===== config.mk =====
export PLATFORM = sky130hd
export DESIGN_NAME = psram_resp
export DESIGN_NICKNAME = d
export VERILOG_FILES = /design/src/rtl/psram_resp.sv
export SDC_FILE = /design/constraint.sdc
export NUM_CORES = 2
export LEC_CHECK = 0
export BUFFER_PORTS_ARGS = -buffer_cell sky130_fd_sc_hd__buf_2
export CORE_MARGIN = 10
export CORE_UTILIZATION = 60
export CTS_BUF_LIST = sky130_fd_sc_hd__clkbuf_8
export CTS_CLUSTER_SIZE = 8
export DETAILED_ROUTE_END_ITERATION = 8
export PLACE_DENSITY = 0.76
export SLEW_MARGIN = 20
export SYNTH_ARGS = -nofsm -noshare
export SYNTH_HDL_FRONTEND = slang
export SYNTH_SLANG_ARGS = --single-unit

===== constraint.sdc =====
create_clock -name clk_i -period 6.3 [get_ports clk_i]
set_input_delay 0.945 -clock clk_i [delete_from_list [all_inputs] [get_ports clk_i]]
set_output_delay 0.945 -clock clk_i [all_outputs]
set_load 0.02 [all_outputs]

===== src/rtl/psram_resp.sv =====
// Octal-DDR PSRAM responder model: decodes read/write bursts from an
// oversampled SCK/CE/DQ bus and serves them from a small internal byte array.
module psram_resp #(
  parameter int         MEM_DEPTH = 256,
  parameter logic [7:0] RCMD      = 8'h00,
  parameter logic [7:0] WCMD      = 8'h80,
  parameter int         RLAT      = 5,
  parameter int         WLAT      = 5
) (
  input  logic       clk_i,
  input  logic       rst_i,
  input  logic       psram_sck_i,
  input  logic       psram_ce_i,
  input  logic [7:0] psram_io_i,
  output logic [7:0] psram_io_o,
  output logic [7:0] psram_io_en_o,
  input  logic       psram_dqs_i,
  output logic       psram_dqs_o,
  output logic       psram_dqs_en_o,
  output logic       busy_o,
  output logic       cmd_err_o
);

  localparam int         AW      = $clog2(MEM_DEPTH);
  localparam logic [3:0] RLAT_V  = 4'(RLAT);
  localparam logic [3:0] WLAT_V  = 4'(WLAT);

  localparam logic [2:0] S_IDLE  = 3'd0;
  localparam logic [2:0] S_INST  = 3'd1;
  localparam logic [2:0] S_ADDR  = 3'd2;
  localparam logic [2:0] S_LATN  = 3'd3;
  localparam logic [2:0] S_WDATA = 3'd4;
  localparam logic [2:0] S_RDATA = 3'd5;
  localparam logic [2:0] S_SKIP  = 3'd6;

  // sync word layout {dqs, ce, sck, io[7:0]}; CE idles high out of reset
  localparam logic [10:0] SYNC_RST = 11'b010_0000_0000;

  logic [1:0][10:0] sync_pipe;
  logic [7:0]       io_s;
  logic             sck_s, ce_s, dqs_s, sck_d, ce_d;
  logic             sck_edge, sck_rise, ce_rise, ce_fall;

  logic [2:0]       state;
  logic [1:0]       cnt;
  logic [7:0]       inst_b;
  logic             is_rd;
  logic [31:0]      addr;
  logic [3:0]       lat_cnt;
  logic [3:0]       lat_nx;
  logic [AW-1:0]    ptr, ptr_nx;
  logic             io_en, mem_we;
  logic [7:0]       mem [MEM_DEPTH];

  always_ff @(posedge clk_i) begin
    if (rst_i) begin
      sync_pipe <= {SYNC_RST, SYNC_RST};
      sck_d     <= 1'b0;
      ce_d      <= 1'b1;
    end else begin
      sync_pipe <= {sync_pipe[0], {psram_dqs_i, psram_ce_i, psram_sck_i, psram_io_i}};
      sck_d     <= sck_s;
      ce_d      <= ce_s;
    end
  end

  assign io_s     = sync_pipe[1][7:0];
  assign sck_s    = sync_pipe[1][8];
  assign ce_s     = sync_pipe[1][9];
  assign dqs_s    = sync_pipe[1][10];
  assign sck_edge = sck_s ^ sck_d;
  assign sck_rise = sck_s & ~sck_d;
  assign ce_rise  = ce_s & ~ce_d;
  assign ce_fall  = ~ce_s & ce_d;

  assign ptr    = addr[AW-1:0];
  assign ptr_nx = ptr + 1'b1;
  assign lat_nx = lat_cnt + 4'd1;

  always_ff @(posedge clk_i) begin
    if (rst_i) begin
      state       <= S_IDLE;
      cnt         <= 2'd0;
      inst_b      <= 8'h00;
      is_rd       <= 1'b0;
      addr        <= 32'd0;
      lat_cnt     <= 4'd0;
      io_en       <= 1'b0;
      psram_io_o  <= 8'h00;
      psram_dqs_o <= 1'b0;
      psram_dqs_en_o <= 1'b0;
      busy_o      <= 1'b0;
      cmd_err_o   <= 1'b0;
    end else begin
      cmd_err_o <= 1'b0;
      busy_o    <= (state != S_IDLE);
      // CE deassertion outranks any SCK edge seen in the same cycle
      if (state != S_IDLE && ce_rise) begin
        state          <= S_IDLE;
        io_en          <= 1'b0;
        psram_io_o     <= 8'h00;
        psram_dqs_o    <= 1'b0;
        psram_dqs_en_o <= 1'b0;
      end else begin
        case (state)
          S_IDLE: if (ce_fall) begin
            state <= S_INST;
            cnt   <= 2'd0;
          end
          S_INST: if (sck_edge) begin
            if (cnt == 2'd0) begin
              inst_b <= io_s;
              cnt    <= 2'd1;
            end else if (inst_b == io_s && (io_s == RCMD || io_s == WCMD)) begin
              is_rd <= (io_s == RCMD);
              cnt   <= 2'd0;
              state <= S_ADDR;
            end else begin
              cmd_err_o <= 1'b1;
              state     <= S_SKIP;
            end
          end
          S_ADDR: if (sck_edge) begin
            addr <= {addr[23:0], io_s};
            cnt  <= cnt + 2'd1;
            if (cnt == 2'd3) begin
              lat_cnt <= 4'd0;
              state   <= S_LATN;
            end
          end
          S_LATN: if (sck_rise) begin
            lat_cnt <= lat_nx;
            if (lat_nx == (is_rd ? RLAT_V : WLAT_V)) begin
              if (is_rd) begin
                state          <= S_RDATA;
                psram_io_o     <= mem[ptr];
                io_en          <= 1'b1;
                psram_dqs_en_o <= 1'b1;
                psram_dqs_o    <= 1'b1;
              end else begin
                state <= S_WDATA;
              end
            end
          end
          S_WDATA: if (sck_edge) addr <= {addr[31:AW], ptr_nx};
          S_RDATA: if (sck_edge) begin
            addr        <= {addr[31:AW], ptr_nx};
            psram_io_o  <= mem[ptr_nx];
            psram_dqs_o <= ~psram_dqs_o;
          end
          default: ;
        endcase
      end
    end
  end

  assign psram_io_en_o = {8{io_en}};
  assign mem_we = !rst_i && state == S_WDATA && sck_edge && !ce_rise && !dqs_s;

  // storage keeps its contents across reset
  always_ff @(posedge clk_i) begin
    if (mem_we) mem[ptr] <= io_s;
  end

endmodule

== Word-level counts from Yosys, hierarchy flattened ==
Memories as Yosys holds them, arrays and structs flattened. A register that Yosys moved wholly into a read port is not among the register bits.
Index checks and enable logic that the tools add are counted.
Widths: inputs -> output; s select.

* Bits in writable memories: 2048
* Memory bits (read-only): 0
* Latch bits: 0
* Bits in registers: 62
* Memories: 1
* Input port bits: 13

{| class="wikitable"
|+ Memory list
! memory !! depth !! bits a word !! rd ports !! clocked after memory_dff !! write ports !! line !! text
|-
| mem || 256 || 8 || 2 || 1 || 1 || 53 || <nowiki>logic [7:0] mem [MEM_DEPTH];</nowiki>
|}

* Bitwise operators: 12
* Mux-type cells: 38
* Add/subtract/negate cells: 3
* Equal/unequal tests: 20
* Shift-type cells: 0
* Divide/modulo/power cells: 0
* Multiply operators: 0
* Reduce and logical (&&, ||, !) cells: 30
* $lt $le $gt $ge: 0

{| class="wikitable"
|+ Operator list
! cell !! number
|-
| $mux 8 || 7
|-
| $pmux 16 s2 || 1
|-
| $mux 3 || 8
|-
| $ne 2x2->1 const B || 9
|-
| $mux 16 || 1
|-
| $pmux 8 s2 || 1
|-
| $reduce_and 5->1 || 3
|-
| $mux 4 || 3
|-
| $pmux 3 s4 || 1
|-
| $reduce_and 4->1 || 3
|-
| $mux 2 || 5
|-
| $add 8x1->8 const B || 1
|-
| $eq 8x8->1 || 1
|-
| $eq 8x8->1 const B || 1
|-
| $logic_not 8->1 || 1
|-
| $mux 1 || 8
|-
| $not 1->1 || 8
|-
| $pmux 4 s2 || 1
|-
| $reduce_and 8->1 || 1
|-
| $eq 3x2->1 const B || 2
|-
| $eq 3x3->1 const B || 2
|-
| $logic_and 1x1->1 || 6
|-
| $pmux 2 s3 || 1
|-
| $reduce_and 6->1 || 1
|-
| other kinds (19) || 27
|}

== Depth between registers and ports, before layout ==
* Word-level depth: 7
* Depth in mapped cells: 19
* Depth with buffers taken out: 9

== Worst setup path before layout ==
OpenSTA, ideal clock, no wires.

* Path type: reg2reg
* Start: reg sync_pipe, in the netlist io_s[5]
* End: reg cnt[0]
* Setup slack: 1.087 ns
* Setup time: 0.128 ns
* Data required time: 6.172 ns
* Buffers on the path: 0
* Arrival time: 5.086 ns
* Cell stages (with the launch flop): 8
* Path through: dfxtp_1 xor2_1 or4_1 nor3_1 nor3_1 nor3_1 mux2i_1 nor2_1

* Cells in the longest elaborated chain, start to end: 5
* Elaborated cells between the ends (all ways): 7

{| class="wikitable"
|+ RTL lines
! item !! line !! text
|-
| start: declaration || 39 || <nowiki>logic [1:0][10:0] sync_pipe;</nowiki>
|-
| start signal: assignment || 57 || <nowiki>sync_pipe <= {SYNC_RST, SYNC_RST};</nowiki>
|-
| start signal: assignment || 61 || <nowiki>sync_pipe <= {sync_pipe[0], {psram_dqs_i, psram_ce_i, psram_sck_i, psram_io_i}};</nowiki>
|-
| $eq 8x8->1 or $logic_not 8->1 (tied branches) || 114 || <nowiki>end else if (inst_b == io_s && (io_s == RCMD || io_s == WCMD)) begin</nowiki>
|-
| $logic_or 1x1->1 || 114 ||
|-
| $logic_and 1x1->1 (*) || 114 ||
|-
| $ne 3x3->1 (no line) (*) || n/a ||
|-
| $reduce_and 6->1 (no line) (*) || n/a ||
|-
| end signal: assignment || 125 || <nowiki>cnt <= cnt + 2'd1;</nowiki>
|-
| end: declaration || 45 || <nowiki>logic [1:0] cnt;</nowiki>
|}

Every way passes the cells marked *; elsewhere a longest branch is shown, timed or not.
A chain may end at the register's enable or synchronous reset.

== Final worst setup path ==
* Start: reg addr[0]
* End: reg psram_io_o[6]

* Cells in the longest elaborated chain, start to end: 4

{| class="wikitable"
|+ RTL lines
! item !! line !! text
|-
| start: declaration || 48 || <nowiki>logic [31:0] addr;</nowiki>
|-
| start signal: assignment || 124 || <nowiki>addr <= {addr[23:0], io_s};</nowiki>
|-
| start signal: assignment || 145 || <nowiki>S_WDATA: if (sck_edge) addr <= {addr[31:AW], ptr_nx};</nowiki>
|-
| start signal: assignment || 147 || <nowiki>addr <= {addr[31:AW], ptr_nx};</nowiki>
|-
| $add 8x1->8 || 77 || <nowiki>assign ptr_nx = ptr + 1'b1;</nowiki>
|-
| $mem_v2 256x8 || n/a ||
|-
| $mux 8 || 146 || <nowiki>S_RDATA: if (sck_edge) begin</nowiki>
|-
| $pmux 8 s2 || 105 || <nowiki>case (state)</nowiki>
|-
| end signal: assignment || 136 || <nowiki>psram_io_o <= mem[ptr];</nowiki>
|-
| end signal: assignment || 148 || <nowiki>psram_io_o <= mem[ptr_nx];</nowiki>
|-
| end: declaration || 15 || <nowiki>output logic [7:0] psram_io_o,</nowiki>
|}

Every way passes these cells. The select of a mux whose other input is x is not followed.

==> results.json <==
{
  "status": "finished, final reports clean",
  "end_kind": "flop",
  "setup_viol_count_final": 0,
  "ir_drop_mv": 0.211,
  "synth-edff-count": 2048,
  "synth_top_cell_by_area": "edfxtp_1",
  "drive_gt1_frac": 0.299,
  "cts_tree": "built",
  "die_x_um": 426,
  "clockBufferDepth": 4,
  "min_period_over_period": 0.858,
  "finalSetupTns_ps": 0,
  "cts_resized": 0,
  "maxCapViolCount": 0,
  "rr_startpoint": "addr[0]",
  "seq_area_frac_synth": 0.636,
  "drt_pre_antenna_iters": 8,
  "async_flop_share": 0,
  "fin_ws_ps": 896,
  "vias_per_cell": 7.78,
  "initial_core_util": 0.606,
  "cpMostUsedCell": "buf_4",
  "reg2reg_to": "psram_io_o[6]",
  "grt_overflow": 0,
  "wl_per_cell_um": 39.9,
  "hold_class": "in2reg",
  "path_cells": "ha_1 > nand3_2 > o21ai_1 > nand4_1 > buf_4 > nor4_1 > buf_4 > a41oi_1 > a31o_1 > a311oi_1",
  "p_per_area_nw_per_um2": 249,
  "cpPeakStageDelay_ps": 880,
  "grt_pass1_wl_um": 443000,
  "maxSlewViolCount": 0,
  "worst_clock_skew_ps": 102,
  "cp_slowest_cell": "nand4_1",
  "die_area_um2": 181000,
  "post_synth_num_cell_types": 80,
  "dp_hpwl_um": 203000,
  "crit_required_ps": 7310,
  "cp_max_fo": 26,
  "reg2regPathDepth": 10,
  "cts.sinks": 2118,
  "reg2reg_setup_slack_ps": 900,
  "cp.arrival_ps": 6420,
  "yosysTopAreaCellShare": 0.622,
  "drt_wl_total_um": 312000,
  "row_count": 148,
  "area_delta_synth_final_pct": 8.14,
  "gp_congestion": 1.04,
  "synth.most_common_cell": "edfxtp_1",
  "yosys-top-cells-count": "edfxtp_1 (2048), mux4_2 (1024), nand2_1 (349)",
  "num-nets-final": 5457,
  "hold_viol": 0,
  "clk_pin_slew_ps": 70,
  "io_buffers": 32,
  "grt_pass1_vias": 59500,
  "ios": 33,
  "cts-root-buf": "clkbuf_8",
  "min_period_ps": 5400,
  "grt_setup_unrepaired": "no",
  "fmax_ghz": 0.185,
  "startpoint": "addr[0]",
  "synth_top_cells_by_area": "edfxtp_1 (62%), mux4_2 (23%), mux2i_1 (1.9%)",
  "clk_latency_ps": 1100,
  "syn_nets": 5330,
  "synthFlopType": "edfxtp_1",
  "worst_pin_slew_ps": 1330,
  "path_class": "reg2reg",
  "final_antenna_net_count": 0,
  "post-cts-setup-buffers": 0,
  "antenna_found_initial": 19,
  "die_h_um": 426,
  "syn_inst": 5308,
  "route.detailed.drc": 0,
  "leakagePower_nw": 32.3,
  "num_vias": 60900,
  "cts_buffers": 353,
  "drt-initial-drc-count": 10900,
  "grt_max_degree": 120,
  "htreeDepth": 5,
  "dp_slack_ps": 1320,
  "track_usage": 0.343,
  "core-area_um2": 163000,
  "synth.cell_area_um2": 98900,
  "endpoint": "psram_io_o[6]",
  "start_kind": "flop",
  "slew_headroom": 0.112,
  "syn_avg_cell_area_um2": 18.6,
  "ys.warnings.count": 0,
  "cts_hold_buffers": 0,
  "ys_ff_latch": 2118
}
==> critical path: cells and delay by family (launching register included) <==
kind	cells	cell delay, ps
adders and majority gates	1	690
AOI/OAI and AO/OA	4	890
and+or+nand+nor	3	2300
DFF	1	690
buffers and inverters	2	750
==> worst min-delay path by stage <==
| stage | startpoint | endpoint | slack [ps] | cells past startpoint |
|---|---|---|---|---|
| after floorplan | sync_pipe[9] | ce_s | 390 | 1 |
| after global placement | sync_pipe[9] | ce_s | 420 | 1 |
| after detailed placement | sync_pipe[9] | ce_s | 410 | 1 |
| after CTS | psram_ce_i | sync_pipe[9] | 10 | 2 |
| after global routing | psram_ce_i | sync_pipe[9] | 70 | 2 |
| final | psram_ce_i | sync_pipe[9] | 90 | 2 |
==> where the power goes <==
group,internal [W],switching (W)
Sequential,0.0154,0.0000423
Clock,0.00547,0.00539
Combinational,0.0000718,0.000233
Total,0.0209,0.00567
==> sequential cells by signal (all words and copies together) (netlist names), 2 cells and up, named ones only <==
name        cells
lat_cnt         4
cnt             2
inst_b          8
sync_pipe      11
mem          2048
io_s            8
addr            8
state           3
psram_io_o      8
==> cells in the final DEF (no fill, tap or decap), types with 10 or more instances in the layout <==
cell and n:
mux2_2 10, nor2_2 12, clkinv_1 49, a22oi_1 118
mux2i_1 190, a221oi_1 36, dfxtp_4 12, buf_4 131
nand4_1 20, nand2_1 348, a31oi_1 28, nor2b_1 36
a211oi_1 38, nand3_1 92, clkbuf_8 371, mux4_2 1024
edfxtp_1 2048, and3_1 17, nor3_1 19, buf_2 33
dfxtp_1 57, buf_12 26, a22o_1 24, o22ai_1 40
nor2_1 318, and2_1 14, a21oi_1 105, clkinv_2 17
o221ai_1 22, a32oi_1 30, inv_1 130, o21ai_0 40
==> kinds of logic after synthesis <==
| logic type | share of synthesized area |
|---|---|
| simple gates | 0.0408 |
| fa+ha+maj | 0.00114 |
| xor+xnor | 0.00177 |
| compound gates | 0.0406 |
| mux | 0.254 |
| flops | 0.636 |
| buf+inv | 0.0262 |
==> routing by layer <==
layer,vias to the layer above,track usage,part of all wire
met5,-,0.0124,0.0015
met4,30,0.184,0.067
met3,1180,0.160,0.18
met2,6024,0.478,0.43
met1,30900,0.450,0.33
li1,22700,-,-
==> area by class of cell <==
| type | instances | area (um2) |
|---|---|---|
| Antenna cell | 7 | 17.5 |
| Clock buffer | 371 | 5110 |
| Clock inverter | 189 | 818 |
| Fill cell | 10600 | 56400 |
| Inverter | 16 | 62.6 |
| Multi-Input combinational cell | 2752 | 33600 |
| Sequential cell | 2118 | 62900 |
| Tap cell | 2175 | 2720 |
| Timing Repair Buffer | 194 | 1700 |
==> stage by stage <==
stage          instances  cell area [um2]  total power [W]  hold WS, ps   util
6_report            7822           107000           0.0266         92.2  0.655
3_5_place_dp        7251           101000           0.0160          408  0.618
2_1_floorplan       5308            98900           0.0159          389      -
3_3_place_gp        7250           101000           0.0160          420  0.618
4_1_cts             7811           107000           0.0266         10.4  0.654
5_1_grt             7817           107000           0.0272         72.0  0.655
(Power assumes the default switching activity.)
